[config.mk]
export PLATFORM = sky130hd
export DESIGN_NAME = conv1_sched
export DESIGN_NICKNAME = d
export VERILOG_FILES = /design/src/rtl/conv1_pkg.sv /design/src/rtl/conv1_addr_gen.sv /design/src/rtl/conv1_sched.sv
export SDC_FILE = /design/constraint.sdc
export NUM_CORES = 1
export LEC_CHECK = 0
export BUFFER_PORTS_ARGS = -buffer_cell sky130_fd_sc_hd__buf_4
export CAP_MARGIN = 20
export CORE_MARGIN = 2
export CORE_UTILIZATION = 51
export DETAILED_ROUTE_END_ITERATION = 6
export PLACE_DENSITY = 0.75
export RECOVER_POWER = 50
export SYNTH_ARGS = -nofsm -noshare
export SYNTH_HDL_FRONTEND = slang
export SYNTH_SLANG_ARGS = --single-unit
export TNS_END_PERCENT = 1
[constraint.sdc]
create_clock -name clk -period 1.6 [get_ports clk]
set_input_delay 0.24 -clock clk [delete_from_list [all_inputs] [get_ports clk]]
set_output_delay 0.24 -clock clk [all_outputs]
set_load 0.005 [all_outputs]
[src/rtl/conv1_pkg.sv]
// Shared definitions for the conv1 stage: scheduler states, default frame
// geometry and a width helper used by the scheduler, window buffer and MAC.
package conv1_pkg;

  typedef enum logic [1:0] {
    S_IDLE   = 2'd0,
    S_STREAM = 2'd1,
    S_GAP    = 2'd2,
    S_FIN    = 2'd3
  } conv1_state_e;

  localparam int unsigned CONV1_WIDTH    = 28;
  localparam int unsigned CONV1_HEIGHT   = 28;
  localparam int unsigned CONV1_NUM_FILT = 6;

  // clog2 that never returns 0, so a single-entry range still gets a 1-bit field
  function automatic int unsigned clog2_min1(input int unsigned v);
    return (v <= 1) ? 1 : $clog2(v);
  endfunction

endpackage

[src/rtl/conv1_addr_gen.sv]
// Image read-address counter for one filter pass. Issues NPIX reads, then
// parks on the last address. The window-buffer valid follows the read enable
// one cycle late (memory latency) and then stays high until the pass ends.
module conv1_addr_gen #(
  parameter int unsigned NPIX = 784,
  parameter int unsigned AW   = 10
) (
  input  logic          clk,
  input  logic          rst_n,
  input  logic          run_i,    // scheduler is in STREAM
  input  logic          clr_i,    // scheduler leaves STREAM next cycle
  input  logic          rearm_i,  // GAP: valid comes back with the next pass
  output logic          rd_en_o,
  output logic [AW-1:0] rd_addr_o,
  output logic          vld_o
);

  // One extra bit so the counter can represent "all NPIX reads issued"
  localparam logic [AW:0] NPIX_W = (AW+1)'(NPIX);

  logic [AW:0] rd_q, rd_d;
  logic        vld_q, vld_d;
  logic        in_range;

  // Read enable and clamped address from the counter
  always_comb begin
    in_range  = (rd_q < NPIX_W);
    rd_en_o   = run_i & in_range;
    rd_addr_o = in_range ? rd_q[AW-1:0] : AW'(NPIX - 1);
    vld_o     = vld_q;
  end

  // Next-state for the counter and the delayed valid
  always_comb begin
    rd_d  = rd_q;
    vld_d = vld_q | rd_en_o | rearm_i;
    if (clr_i) begin
      rd_d  = '0;
      vld_d = 1'b0;
    end else if (rd_en_o) begin
      rd_d = rd_q + 1'b1;
    end
  end

  // Counter and valid registers
  always_ff @(posedge clk or negedge rst_n) begin
    if (!rst_n) begin
      rd_q  <= '0;
      vld_q <= 1'b0;
    end else begin
      rd_q  <= rd_d;
      vld_q <= vld_d;
    end
  end

endmodule

[src/rtl/conv1_sched.sv]
// Frame scheduler for the first convolution layer. For each filter it streams
// the whole image through the 3x3 window buffer and writes one feature-map
// entry per valid window. Filters are separated by a one-cycle GAP that drops
// the buffer valid to flush the window buffer.
module conv1_sched
  import conv1_pkg::*;
#(
  parameter  int unsigned WIDTH     = CONV1_WIDTH,
  parameter  int unsigned HEIGHT    = CONV1_HEIGHT,
  parameter  int unsigned NUM_FILT  = CONV1_NUM_FILT,
  parameter  int unsigned DATA_BITS = 32,
  localparam int unsigned NPIX      = WIDTH * HEIGHT,
  localparam int unsigned NWIN      = (WIDTH - 2) * (HEIGHT - 2),
  localparam int unsigned AW        = $clog2(NPIX),
  localparam int unsigned OW        = $clog2(NUM_FILT * NWIN),
  localparam int unsigned FW        = clog2_min1(NUM_FILT)
) (
  input  logic          clk,
  input  logic          rst_n,
  input  logic          start,
  input  logic          abort,
  input  logic          win_valid,
  output logic          img_rd_en,
  output logic [AW-1:0] img_rd_addr,
  output logic          buf_valid_in,
  output logic [FW-1:0] filt_sel,
  output logic          out_wr_en,
  output logic [OW-1:0] out_wr_addr,
  output logic          busy,
  output logic          done
);

  // A 3x3 window needs at least a 3x3 image; pixel width only matters downstream
  if (WIDTH < 3 || HEIGHT < 3 || NUM_FILT < 1 || DATA_BITS < 1) begin : g_bad_param
    $error("conv1_sched: unsupported parameter set");
  end

  localparam int unsigned WW = clog2_min1(NWIN);

  conv1_state_e  state_q, state_d;
  logic [FW-1:0] filt_q, filt_d;
  logic [WW-1:0] win_q, win_d;
  logic [OW-1:0] wr_q, wr_d;

  logic          wr_fire;
  logic          last_win;
  logic          last_filt;
  logic          ag_rd_en;
  logic [AW-1:0] ag_rd_addr;
  logic          ag_vld;

  // Window accept: only in STREAM, and never in the cycle abort is seen
  always_comb begin
    wr_fire   = (state_q == S_STREAM) & win_valid & ~abort;
    last_win  = (win_q == WW'(NWIN - 1));
    last_filt = (filt_q == FW'(NUM_FILT - 1));
  end

  // State register
  always_ff @(posedge clk or negedge rst_n) begin
    if (!rst_n) state_q <= S_IDLE;
    else        state_q <= state_d;
  end

  // Next-state logic; abort overrides everything
  always_comb begin
    state_d = state_q;
    if (abort) begin
      state_d = S_IDLE;
    end else begin
      unique case (state_q)
        S_IDLE:   if (start) state_d = S_STREAM;
        S_STREAM: if (win_valid && last_win) state_d = last_filt ? S_FIN : S_GAP;
        S_GAP:    state_d = S_STREAM;
        S_FIN:    state_d = S_IDLE;
        default:  state_d = S_IDLE;
      endcase
    end
  end

  // Filter / window / write-address counters. The write address runs
  // continuously across filters, so it always equals filt*NWIN + win.
  always_comb begin
    filt_d = filt_q;
    win_d  = win_q;
    wr_d   = wr_q;
    if (state_d == S_IDLE) begin
      filt_d = '0;
      win_d  = '0;
      wr_d   = '0;
    end else if (state_q == S_GAP) begin
      filt_d = filt_q + 1'b1;
      win_d  = '0;
    end else if (wr_fire) begin
      win_d = win_q + 1'b1;
      wr_d  = wr_q + 1'b1;
    end
  end

  // Counter registers
  always_ff @(posedge clk or negedge rst_n) begin
    if (!rst_n) begin
      filt_q <= '0;
      win_q  <= '0;
      wr_q   <= '0;
    end else begin
      filt_q <= filt_d;
      win_q  <= win_d;
      wr_q   <= wr_d;
    end
  end

  conv1_addr_gen #(
    .NPIX (NPIX),
    .AW   (AW)
  ) u_addr_gen (
    .clk       (clk),
    .rst_n     (rst_n),
    .run_i     (state_q == S_STREAM),
    .clr_i     (state_d != S_STREAM),
    .rearm_i   (state_q == S_GAP),
    .rd_en_o   (ag_rd_en),
    .rd_addr_o (ag_rd_addr),
    .vld_o     (ag_vld)
  );

  // Output decode from state and counters
  always_comb begin
    img_rd_en    = ag_rd_en;
    img_rd_addr  = ag_rd_addr;
    buf_valid_in = ag_vld;
    filt_sel     = filt_q;
    out_wr_en    = wr_fire;
    out_wr_addr  = wr_fire ? wr_q : '0;
    busy         = (state_q != S_IDLE);
    done         = (state_q == S_FIN) & ~abort;
  end

endmodule

# Word-level counts from Yosys, hierarchy flattened
# Index checks and enable logic that the tools add are counted.
# W data, S select, Z words.
[classes] magnitude_cmp=1 n_eq_ne=7 n_mux=18 reduce_logical=9 bitwise=7 addsub=4
[op_table] operator="$mux W12" count=4
[op_table] operator="$mux W10" count=4
[op_table] operator="$mux W11" count=2
[op_table] operator="$add A12 B1 Y12 const B" count=1
[op_table] operator="$add A11 B1 Y11 const B" count=1
[op_table] operator="$lt A11 B10 Y1 const B" count=1
[op_table] operator="$add A10 B1 Y10 const B" count=1
[op_table] operator="$eq A10 B10 Y1 const B" count=1
[op_table] operator="$pmux W2 S4" count=1
[op_table] operator="$reduce_bool A2 Y1" count=4
[op_table] operator="$mux W2" count=3
[op_table] operator="$mux W3" count=2
[op_table] operator="$and A1 B1 Y1" count=4
[op_table] operator="$eq A2 B2 Y1 const B" count=2
[op_table] operator="$logic_not A2 Y1" count=2
[op_table] operator="$add A3 B1 Y3 const B" count=1
[op_table] operator="$eq A3 B3 Y1 const B" count=1
[op_table] operator="$reduce_bool A3 Y1" count=1
[op_table] operator="$eq A2 B1 Y1 const B" count=1
[op_table] operator="$mux W1" count=2
[op_table] operator="$ne A2 B1 Y1 const B" count=1
[op_table] operator="$ne A2 B2 Y1 const B" count=1
[op_table] operator="$or A1 B1 Y1" count=2
[op_table] operator="$reduce_and A2 Y1" count=1
[op_table] operator="other kinds (2)" count=2
[word_totals] input_bits=5 output_inout_bits=30 elab_cells=52 ff_bits=39

# Depth between registers and ports, before layout
# Gate-level depths: netlist of the first run.
[depth] word_depth=8 mapped_depth=7 depth_no_buf=6

# Cells and area by module
# Synthesis of the first run repeated with hierarchy kept, for this count alone.
[hier_totals] cells_unflattened=242 area_unflattened_um2=2278.4
[by_module_without_submodules] mod="conv1_sched" cells_each=162 area_per_inst_um2=1520.2 seq_area_each_um2=675.6 instances=1
[by_module_without_submodules] mod="conv1_addr_gen" cells_each=80 area_per_inst_um2=758.2 seq_area_each_um2=300.3 instances=1

# Worst setup path before layout of the first run
# Ideal clock, no wire load.
[synth_path] path_type="reg-to-output" from="register state_q[1]" to="output out_wr_addr[10]" t_arrival_ns=1.467 setup_slack_ns=-0.107 stages_incl_launch_ff=6 n_path_buf=2 required_time_ns=1.360 path_cell_list="dfrtp_1 clkbuf_1 nand4bb_1 inv_1 clkbuf_1 and2_1"
[synth_via] elab_chain_cells=4
[synth_rtl] item="start: declaration" line_no="conv1_sched.sv:40" source="conv1_state_e state_q, state_d;"
[synth_rtl] item="start signal: assignment" line_no="conv1_sched.sv:62" source="else state_q <= state_d;"
[synth_rtl] item="$eq A2 B1 Y1" line_no="conv1_sched.sv:54" source="wr_fire = (state_q == S_STREAM) & win_valid & ~abort;"
[synth_rtl] item="$and A1 B1 Y1 (2 in a row)" line_no="conv1_sched.sv:54"
[synth_rtl] item="via out_wr_en" line_no="conv1_sched.sv:27" source="output logic out_wr_en,"
[synth_rtl] item="$mux W12" line_no="conv1_sched.sv:134" source="out_wr_addr = wr_fire ? wr_q : '0;"
[synth_rtl] item="end: declaration" line_no="conv1_sched.sv:28" source="output logic [OW-1:0] out_wr_addr,"
# The timed path passes the listed nets, and every way through them passes these cells.

# Worst setup path in the final report of the first run
[layout_path] from="register u_addr_gen.rd_q[5]" to="output img_rd_addr[2]"
[layout_via] elab_chain_cells=2
[layout_rtl] item="start: declaration" line_no="conv1_addr_gen.sv:21" source="logic [AW:0] rd_q, rd_d;"
[layout_rtl] item="start signal: assignment" line_no="conv1_addr_gen.sv:51" source="rd_q <= rd_d;"
[layout_rtl] item="$lt A11 B10 Y1" line_no="conv1_addr_gen.sv:27" source="in_range = (rd_q < NPIX_W);"
[layout_rtl] item="$mux W10" line_no="conv1_addr_gen.sv:29" source="rd_addr_o = in_range ? rd_q[AW-1:0] : AW'(NPIX - 1);"
[layout_rtl] item="end: declaration" line_no="conv1_sched.sv:24" source="output logic [AW-1:0] img_rd_addr,"
# Every way passes these cells.

==> impl_metrics.json, run 1 <==
{
  "rows": 23,
  "met2_usage_pct": 35.4,
  "final_core_util_pct": 73.0,
  "worstPathArrival_ns": 1.64,
  "grt_max_degree": 40,
  "dp_cells": 353,
  "vias_per_cell": 5.45,
  "finalCritPeriodShare_pct": 118,
  "required_ns": 1.36,
  "grt_pass1_vias": 1806,
  "synth_fp_nets": 250,
  "totalNegativeSetupSlack_ns": -4.07,
  "port_buffers": 34,
  "cp-end-kind": "output port",
  "max_cap_viol_count": 0,
  "die_h_microns": 69.6,
  "antenna_found_initial": 0,
  "antenna_cells": 0,
  "finClkSkew_ns": 0.00583,
  "syn_inst": 240,
  "yosysWarnings": 0,
  "cts_sinks": 39,
  "failed_checks": "negative setup slack",
  "min_path_type": "input port to flop",
  "synth_area_sq_mm": 0.00219,
  "drc": 0,
  "crit_fanout": 5,
  "area_growth_pct": 35.0,
  "grt_use_met3_pct": 4.22,
  "rsz0062_at_grt": "true",
  "irDropWorstVdd_mv": 0.404,
  "dr.pass1.iters": 4,
  "antenna_left": 0,
  "critPathMaxStageDelay_ns": 0.42,
  "grt_pass1_wl_mm": 8.65,
  "clock.fmax_mhz": 531,
  "power.total_mw": 1.81,
  "fin_cells": 364,
  "p_leak_nw": 1.39,
  "yosysSeqAreaShare_pct": 44.5,
  "clockBufferDepth": 2,
  "wl_mm": 5.06,
  "postSynthAreaPerCell_sq_um": 9.14,
  "slew_violations": 0,
  "htreeDepth": 2,
  "die_area_sq_mm": 0.00484,
  "timing.final.ws_setup_ns": -0.285,
  "die_w_microns": 69.6,
  "post_drt_wl_per_cell_microns": 13.9,
  "numCtsBuffers": 5,
  "drtIter0Drc": 95,
  "regToRegSetupSlack_ns": -0.17,
  "drive_above_1_share_pct": 32.8,
  "final_hold_viol_count": 0,
  "post_synth_num_cell_types": 37,
  "final_area_sq_mm": 0.00296,
  "coreArea_sq_mm": 0.00406,
  "clk_pin_slew_ns": 0.08,
  "hold_ws_ns": 0.406,
  "nets": 323,
  "dp_hpwl_mm": 3.56,
  "clk_latency_ns": 0.29,
  "gp_congestion": 0.852,
  "min_period_ns": 1.88,
  "track_usage_pct": 21.8,
  "io-pin-count": 35,
  "setup_viol": 28,
  "start_kind": "flop",
  "cp_cell_sequence": "nor4_4 -> nor2_2 -> or3_1 -> buf_4",
  "p_per_area_mw_per_mm2": 611,
  "cts_tree": "yes",
  "status": "complete, but fails checks",
  "max_slew_margin_pct": 35.9,
  "via_count": 1984,
  "ys_seq_elements": 39,
  "post-place-ws_ns": -0.134,
  "grt_busiest_layer": "met2",
  "start_util_pct": 54.1,
  "worstSetupPathType": "flop to output port",
  "worst_pin_slew_ns": 0.962,
  "cpMaxStageDelayCell": "dfrtp_1",
  "dpl_cell_area_sq_mm": 0.00276,
  "cts_root_buffer": "clkbuf_8",
  "gr-total-overflow": 0,
  "use_met1_pct": 30.2
}
routing by layer:
layer / wire length [microns] / share of wire, % / up-vias
li1: - / - / 989
met1: 2400 / 47 / 949
met2: 2420 / 48 / 42
met3: 199 / 3.9 / 4
met4: 40 / 0.79 / 0
met5: 0 / 0 / -
flip-flops by register name (all words and copies together), names as in the netlist:
| name | count |
|---|---|
| u_addr_gen.rd_q | 11 |
| state_q | 2 |
| wr_q | 12 |
| win_q | 10 |
| filt_sel | 3 |
| u_addr_gen.vld_o | 1 |
cells by family (layout without fill, tap and decap cells):
family	Yosys count	in the layout	share of synthesized area (%)
AOI/OAI and AO/OA	41	41	11.4
buffers and inverters	17	91	3.31
and+or+nand+nor	119	119	30.2
adders and majority gates	5	5	2.85
xor gates and xnor gates	17	17	6.79
muxes	2	2	0.970
DFF	39	39	44.5
path summary, 6_finish.rpt:
check                                                from  depth (start not counted)                        endpoint
min                                             win_valid                          4            state_q[1]$_DFF_PN0_
max                        u_addr_gen.rd_q[5]$_DFFE_PN0P_                          4                  img_rd_addr[2]
max reg2reg                u_addr_gen.rd_q[5]$_DFFE_PN0P_                          5  u_addr_gen.rd_q[8]$_DFFE_PN0P_
min reg2reg                          win_q[9]$_DFFE_PN0P_                          2            win_q[9]$_DFFE_PN0P_
min in group asynchronous                           rst_n                          2             wr_q[4]$_DFFE_PN0P_
max in group asynchronous                           rst_n                          2            state_q[1]$_DFF_PN0_
worst max-delay path: cells and delay by family (launching register included):
family,cells,cell delay (ns)
and+or+nand+nor,3,0.79
buffers and inverters,1,0.14
DFF,1,0.42
layout by cell type, fill, tap and decap left out, types with 3 or more instances in the layout:
master,instances
a21oi_1,13
and2_1,12
and3_1,6
and4_1,3
buf_4,66
buf_6,5
clkbuf_8,5
clkinv_2,3
dfrtp_1,37
ha_1,5
inv_1,8
nand2_1,19
nand3_1,8
nand4_1,7
nor2_1,27
o21ai_0,8
o31ai_1,7
or3_1,10
or4_1,6
xnor2_1,4
xor2_1,13
Yosys cell counts:
master	number	share of area (%)
or2_1	1	0.29
inv_1	9	1.5
a211o_1	1	0.40
mux2_2	1	0.51
nand3_1	8	1.8
nor4bb_1	3	1.4
a21oi_1	15	3.4
o21ai_2	1	0.40
nor3b_2	1	0.57
clkbuf_1	6	1.0
o211ai_1	2	0.68
or4_1	6	2.1
buf_2	1	0.23
nor2b_1	1	0.29
and4_1	3	1.2
o21ai_0	9	2.1
and3_1	6	1.7
nand4bb_1	1	0.51
xor2_1	13	5.2
ha_1	5	2.9
a211oi_1	2	0.68
nand4_1	7	2.0
and2_1	14	4.0
nand2_1	20	3.4
nor3_1	4	0.91
nor4b_1	1	0.40
mux2i_1	1	0.46
nor2_1	29	5.0
o31ai_1	8	2.7
xnor2_1	4	1.6
dfrtp_1	39	44
o21bai_1	2	0.68
or2_2	2	0.57
or3_1	11	3.1
a21o_1	1	0.34
nor4_4	1	0.97
buf_6	1	0.51
area by class of cell:
class	count	area [sq um]
multi-input combinational	184	1210
tap	50	62.6
fill	311	1100
sequential	39	978
timing repair buffer	74	587
clock buffer	5	68.8
clock inverter	3	15.0
inverter	9	33.8
timing repair:
item                                    CTS  global route
pin swaps                                10             2
gates cloned                              0             0
hold buffers                              1             0
endpoints found under the hold margin    39             0
resized for setup                         9            14
endpoints found under the setup margin   29            43
buffers inserted                          1             1
where the power goes:
group	switching, mW	leakage (nW)	total, mW	internal [mW]
Sequential	0.00845	0.539	1.00	0.993
Clock	0.345	0.0477	0.644	0.298
Combinational	0.0918	0.804	0.165	0.0727
Total	0.445	1.39	1.81	1.36
Note: power is estimated with default switching activity, not from simulation.
==> run 2: changes to the inputs <==
CORE_UTILIZATION = 55   (was 51)
PLACE_DENSITY = 0.77   (was 0.75)
clock period = 2.05 ns   (was 1.6 ns; I/O delays follow)
==> run 2 against run 1 <==
Compared with the run above: the flow now finishes without violations; sequential share of layout area is 4.4 points higher; cell count down 9.6%; non-clock buffer count fell by 33; flip-flop and latch count unchanged; critical path depth stayed put; global-route usage is 1.1 points higher; die area down 6.9%; via count fell by 5.7%; combinational power decreased by 42%.
==> impl_metrics.json, run 2 (synthesized netlist as in run 1, its figures left out) <==
{
  "reg2regPathDepth": 4,
  "post_drt_wl_per_cell_microns": 14.0,
  "cts_sinks": 39,
  "start_kind": "flop",
  "min_period_ns": 1.98,
  "finalCritPeriodShare_pct": 96.8,
  "vias_per_cell": 5.68,
  "p_leak_nw": 1.19,
  "wl_mm": 4.60,
  "area_growth_pct": 18.9,
  "critPathMaxStageDelay_ns": 0.47,
  "cp_cell_sequence": "nor4_4 -> nor2_1 -> or3_1 -> buf_4",
  "clk_pin_slew_ns": 0.08,
  "cp_top_family": "simple AND/OR/NAND/NOR gates",
  "grt_pass1_wl_mm": 7.84,
  "rows": 22,
  "reg_top3": "wr_q: 12 flops, u_addr_gen.rd_q: 11 flops, win_q: 10 flops",
  "min_path_type": "input port to flop",
  "cts_tree": "yes",
  "io-pin-count": 35,
  "cp-end-kind": "output port",
  "htreeDepth": 2,
  "totalNegativeSetupSlack_ns": 0,
  "grt_max_degree": 40,
  "cts_root_buffer": "clkbuf_8",
  "final_cell_mix": "dfrtp_1 (38), buf_4 (34), nor2_1 (29), nand2_1 (20), a21oi_1 (15)",
  "max_cap_viol_count": 0,
  "numCtsBuffers": 5,
  "track_usage_pct": 22.9,
  "crit_fanout": 6,
  "final_hold_viol_count": 0,
  "clk_latency_ns": 0.29,
  "largest_reg_flops": 12,
  "antenna_cells": 0,
  "setup_viol": 0,
  "start_util_pct": 58.6,
  "gr-total-overflow": 0,
  "regToRegSetupSlack_ns": 0.17,
  "die_area_sq_mm": 0.00451,
  "drtIter0Drc": 164,
  "port_buffers": 34,
  "fillCellCount": 313,
  "drive_above_1_share_pct": 18.9,
  "irDropWorstVdd_mv": 0.378,
  "coreArea_sq_mm": 0.00374,
  "worst-path-stages": 4,
  "layout_commonest_cell": "dfrtp_1",
  "reg2reg_to": "wr_q[11]$_DFFE_PN0P_",
  "worst_pin_slew_ns": 0.947,
  "crit_start": "u_addr_gen.rd_q[4]$_DFFE_PN0P_",
  "top_register": "wr_q",
  "clock.fmax_mhz": 504,
  "dr.pass1.iters": 4,
  "hold_ws_ns": 0.447,
  "worstSetupPathType": "flop to output port",
  "gp_congestion": 0.848,
  "required_ns": 1.74,
  "max_slew_margin_pct": 36.8,
  "antenna_left": 0,
  "timing.rr.start": "state_q[1]$_DFF_PN0_",
  "cpMaxStageDelayCell": "dfrtp_2",
  "dp_hpwl_mm": 3.18,
  "slew_violations": 0,
  "clockBufferDepth": 2,
  "nets": 290,
  "via_count": 1870,
  "drc": 0,
  "grt_pass1_vias": 1699,
  "die_h_microns": 67.2,
  "worstPathArrival_ns": 1.68,
  "path_buf_inv": 1,
  "antenna_found_initial": 0,
  "status": "finished, final reports clean",
  "finClkSkew_ns": 0.00719,
  "crit_path_end": "img_rd_addr[1]",
  "p_per_area_mw_per_mm2": 528,
  "die_w_microns": 67.2
}
[run 2: cell types whose count changed in the layout (fill, tap and decap cells not counted), moves of 3 or more]
cell	delta
buf_6	-5
buf_4	-32
clkbuf_1	+3
clkbuf_4	+4
[run 2: through the flow]
step / instances / total power [mW] / setup WS, ns / area, sq um / utilization (%)
6_report: 329 / 1.38 / 0.0653 / 2610 / 69.7
4_1_cts: 329 / 1.39 / 0.0228 / 2610 / 69.6
2_1_floorplan: 240 / 0.847 / 0.276 / 2190 / -
3_5_place_dp: 319 / 0.897 / 0.206 / 2510 / 67.0
3_3_place_gp: 319 / 0.895 / 0.266 / 2510 / 67.0
5_1_grt: 329 / 1.45 / -0.0302 / 2610 / 69.7
[run 2: metal layers]
metal	routed length, microns	GRT usage (%)	vias up
met2	2230	36.8	40
met3	174	4.50	8
met4	63	8.42	0
met5	0	0	-
met1	2130	30.9	898
li1	-	-	924
[run 2: cell type report]
type / instances / area, sq um / area share (%)
clock buffers: 7 / 76.3 / 2.93
clock inverters: 1 / 5.00 / 0.192
inverters: 9 / 33.8 / 1.29
multi-input cells: 184 / 1150 / 44.2
flip-flops and latches: 39 / 977 / 37.5
well taps: 48 / 60.1 / 2.30
repair buffers: 41 / 304 / 11.7
[run 2: where the power goes]
group,internal (mW),switching [mW],total (mW)
Sequential,0.775,0.0101,0.785
Clock,0.239,0.257,0.496
Combinational,0.0356,0.0608,0.0964
[run 2: what timing repair did]
| item | CTS | global route |
|---|---|---|
| endpoints found under the setup margin | 4 | 17 |
| resized for setup | 0 | 3 |
| endpoints found under the hold margin | 34 | 0 |
| pin swaps | 1 | 0 |
| buffers inserted | 1 | 0 |
| hold buffers | 1 | 0 |
[run 2: worst min-delay path by stage]
stage / startpoint / endpoint / slack, ns / cells after the start
after floorplan: rst_n / filt_sel[0]$_DFFE_PN0P_ / 0.01 / 0
after global placement: rst_n / u_addr_gen.rd_q[9]$_DFFE_PN0P_ / 0.31 / 1
after detailed placement: rst_n / u_addr_gen.rd_q[9]$_DFFE_PN0P_ / 0.31 / 1
after CTS: win_valid / state_q[0]$_DFF_PN0_ / 0.45 / 4
after global routing: win_valid / state_q[1]$_DFF_PN0_ / 0.52 / 4
final: win_valid / state_q[0]$_DFF_PN0_ / 0.45 / 4
[run 2: worst register-to-register path: stages (launching register included)]
cell     delay, ns
dfrtp_1       0.51
or2_1         0.30
a211o_1       0.35
or4_1         0.49
a21oi_1       0.15
==> run 3: changes to the inputs <==
CORE_ASPECT_RATIO = 0.75   (was unset)
clock period = 1.9 ns   (was 2.05 ns; I/O delays follow)
==> run 3 against run 2 <==
Compared with the run above: hold slack gained 0.021 ns; critical endpoint is now img_rd_addr[0]; clock power grew 12%; cell area grew 5.4%.
==> impl_metrics.json, run 3 (synthesized netlist as in run 1, its figures left out) <==
{
  "clk_latency_ns": 0.28,
  "cp-end-kind": "output port",
  "rsz0062_at_grt": "true",
  "nets": 302,
  "die_h_microns": 58.7,
  "cts_sinks": 39,
  "max_cap_viol_count": 0,
  "finalCritPeriodShare_pct": 98.4,
  "drive_above_1_share_pct": 25.0,
  "slew_violations": 0,
  "htreeDepth": 2,
  "crit_fanout": 5,
  "final_hold_viol_count": 0,
  "largest_reg_flops": 12,
  "io-pin-count": 35,
  "setup_viol": 0,
  "p_leak_nw": 1.25,
  "status": "finished, final reports clean",
  "fillCellCount": 300,
  "worstSetupPathType": "flop to output port",
  "gr-total-overflow": 0,
  "coreArea_sq_mm": 0.00373,
  "irDropWorstVdd_mv": 0.410,
  "wl_mm": 5.16,
  "worstPathArrival_ns": 1.59,
  "cts_tree": "yes",
  "clock.fmax_mhz": 535,
  "seq_area_sq_um": 981,
  "finClkSkew_ns": 0.00484,
  "numCtsBuffers": 5,
  "min_path_type": "input port to flop",
  "worst_pin_slew_ns": 0.969,
  "antenna_found_initial": 0,
  "grt_max_degree": 40,
  "final_cell_mix": "buf_4 (43), dfrtp_1 (35), nor2_1 (28), nand2_1 (20), a21oi_1 (15)",
  "layout_commonest_cell": "buf_4",
  "final_area_sq_mm": 0.00275,
  "die_area_sq_mm": 0.00451,
  "totalNegativeSetupSlack_ns": 0,
  "cts_root_buffer": "clkbuf_8",
  "dr.pass1.iters": 4,
  "start_util_pct": 58.8,
  "p_per_area_mw_per_mm2": 556,
  "die_w_microns": 76.9,
  "post_drt_wl_per_cell_microns": 15.0,
  "track_usage_pct": 23.6,
  "via_count": 1923,
  "rows": 19,
  "antenna_left": 0,
  "dpl_cell_area_sq_mm": 0.00253,
  "drc": 0,
  "antenna_cells": 0,
  "multi_input_area_sq_mm": 0.00117,
  "clk_pin_slew_ns": 0.07,
  "gp_congestion": 0.855,
  "dp_hpwl_mm": 3.42,
  "max_slew_margin_pct": 35.4,
  "start_kind": "flop",
  "grt_pass1_wl_mm": 8.21,
  "area_growth_pct": 25.3,
  "reg_top3": "wr_q: 12 flops, u_addr_gen.rd_q: 11 flops, win_q: 10 flops",
  "vias_per_cell": 5.59,
  "min_period_ns": 1.87,
  "clockBufferDepth": 2,
  "port_buffers": 34,
  "drtIter0Drc": 127,
  "grt_pass1_vias": 1658,
  "required_ns": 1.62,
  "top_register": "wr_q"
}
==> run 3: cell types whose count changed in the layout (fill, tap and decap cells not counted), sizes merged <==
cell / delta
buf: +12
clkbuf: -2
clkinvlp: +2
inv: -1
==> run 3: timing repair <==
action	CTS	global route
hold buffers	1	0
pin swaps	1	2
gates cloned	1	0
endpoints found under the setup margin	17	19
gates resized for setup	5	8
setup buffers	5	4
hold endpoints to repair	39	0
==> run 3: cell type report <==
type	instances	area share [%]
clock buffer	6	3.00
inverter	9	1.37
clock inverter	1	0.182
timing repair inverter	1	0.273
timing repair buffer	52	14.6
tap	52	2.37
sequential	39	35.7
multi-input combinational	184	42.5
==> run 3: where the power goes <==
group          total [mW]  leakage [nW]  switching [mW]  internal (mW)
sequential          0.846         0.536         0.00912          0.837
clock               0.556        0.0470           0.271          0.285
combinational       0.126         0.669          0.0738         0.0523
total                1.53          1.25           0.354           1.17
==> run 3: routing by layer <==
| layer | global-route usage [%] | wire, microns | share of wire (%) | vias up |
|---|---|---|---|---|
| li1 | - | - | - | 952 |
| met1 | 35.4 | 2490 | 48 | 911 |
| met2 | 33.2 | 2330 | 45 | 56 |
| met3 | 5.98 | 295 | 5.7 | 4 |
| met4 | 8.57 | 49 | 0.95 | 0 |
| met5 | 0 | 0 | 0 | - |
==> run 3: worst paths after layout <==
check                                                     from                        endpoint  slack (ns)  cells after the start
min in group asynchronous                                rst_n  u_addr_gen.rd_q[9]$_DFFE_PN0P_        0.71                      2
max in group asynchronous                                rst_n  u_addr_gen.rd_q[5]$_DFFE_PN0P_        0.53                      2
worst min-delay path                                     start            win_q[2]$_DFFE_PN0P_        0.47                      4
worst max register to register  u_addr_gen.rd_q[7]$_DFFE_PN0P_  u_addr_gen.rd_q[3]$_DFFE_PN0P_        0.07                      7
worst min register to register            wr_q[11]$_DFFE_PN0P_            wr_q[11]$_DFFE_PN0P_        0.55                      2
worst max-delay path            u_addr_gen.rd_q[7]$_DFFE_PN0P_                  img_rd_addr[0]        0.03                      4
==> run 3: metrics by stage <==
stage	total power, mW	hold WS (ns)	instances	worst slack, ns	util (%)
3_5_place_dp	0.972	0.286	326	0.132	67.9
6_report	1.53	0.468	344	0.0298	73.7
4_1_cts	1.53	0.419	340	0.00185	72.3
5_1_grt	1.60	0.482	344	-0.0817	73.7
3_3_place_gp	0.970	0.283	326	0.183	67.9
2_1_floorplan	0.914	-0.0106	240	0.148	-
==> run 3: worst max-delay path, cell delays in order, from the launching register on <==
cell	delay, ns
dfrtp_2	0.44
nor4_4	0.31
nor2_2	0.08
or3_1	0.33
buf_4	0.15
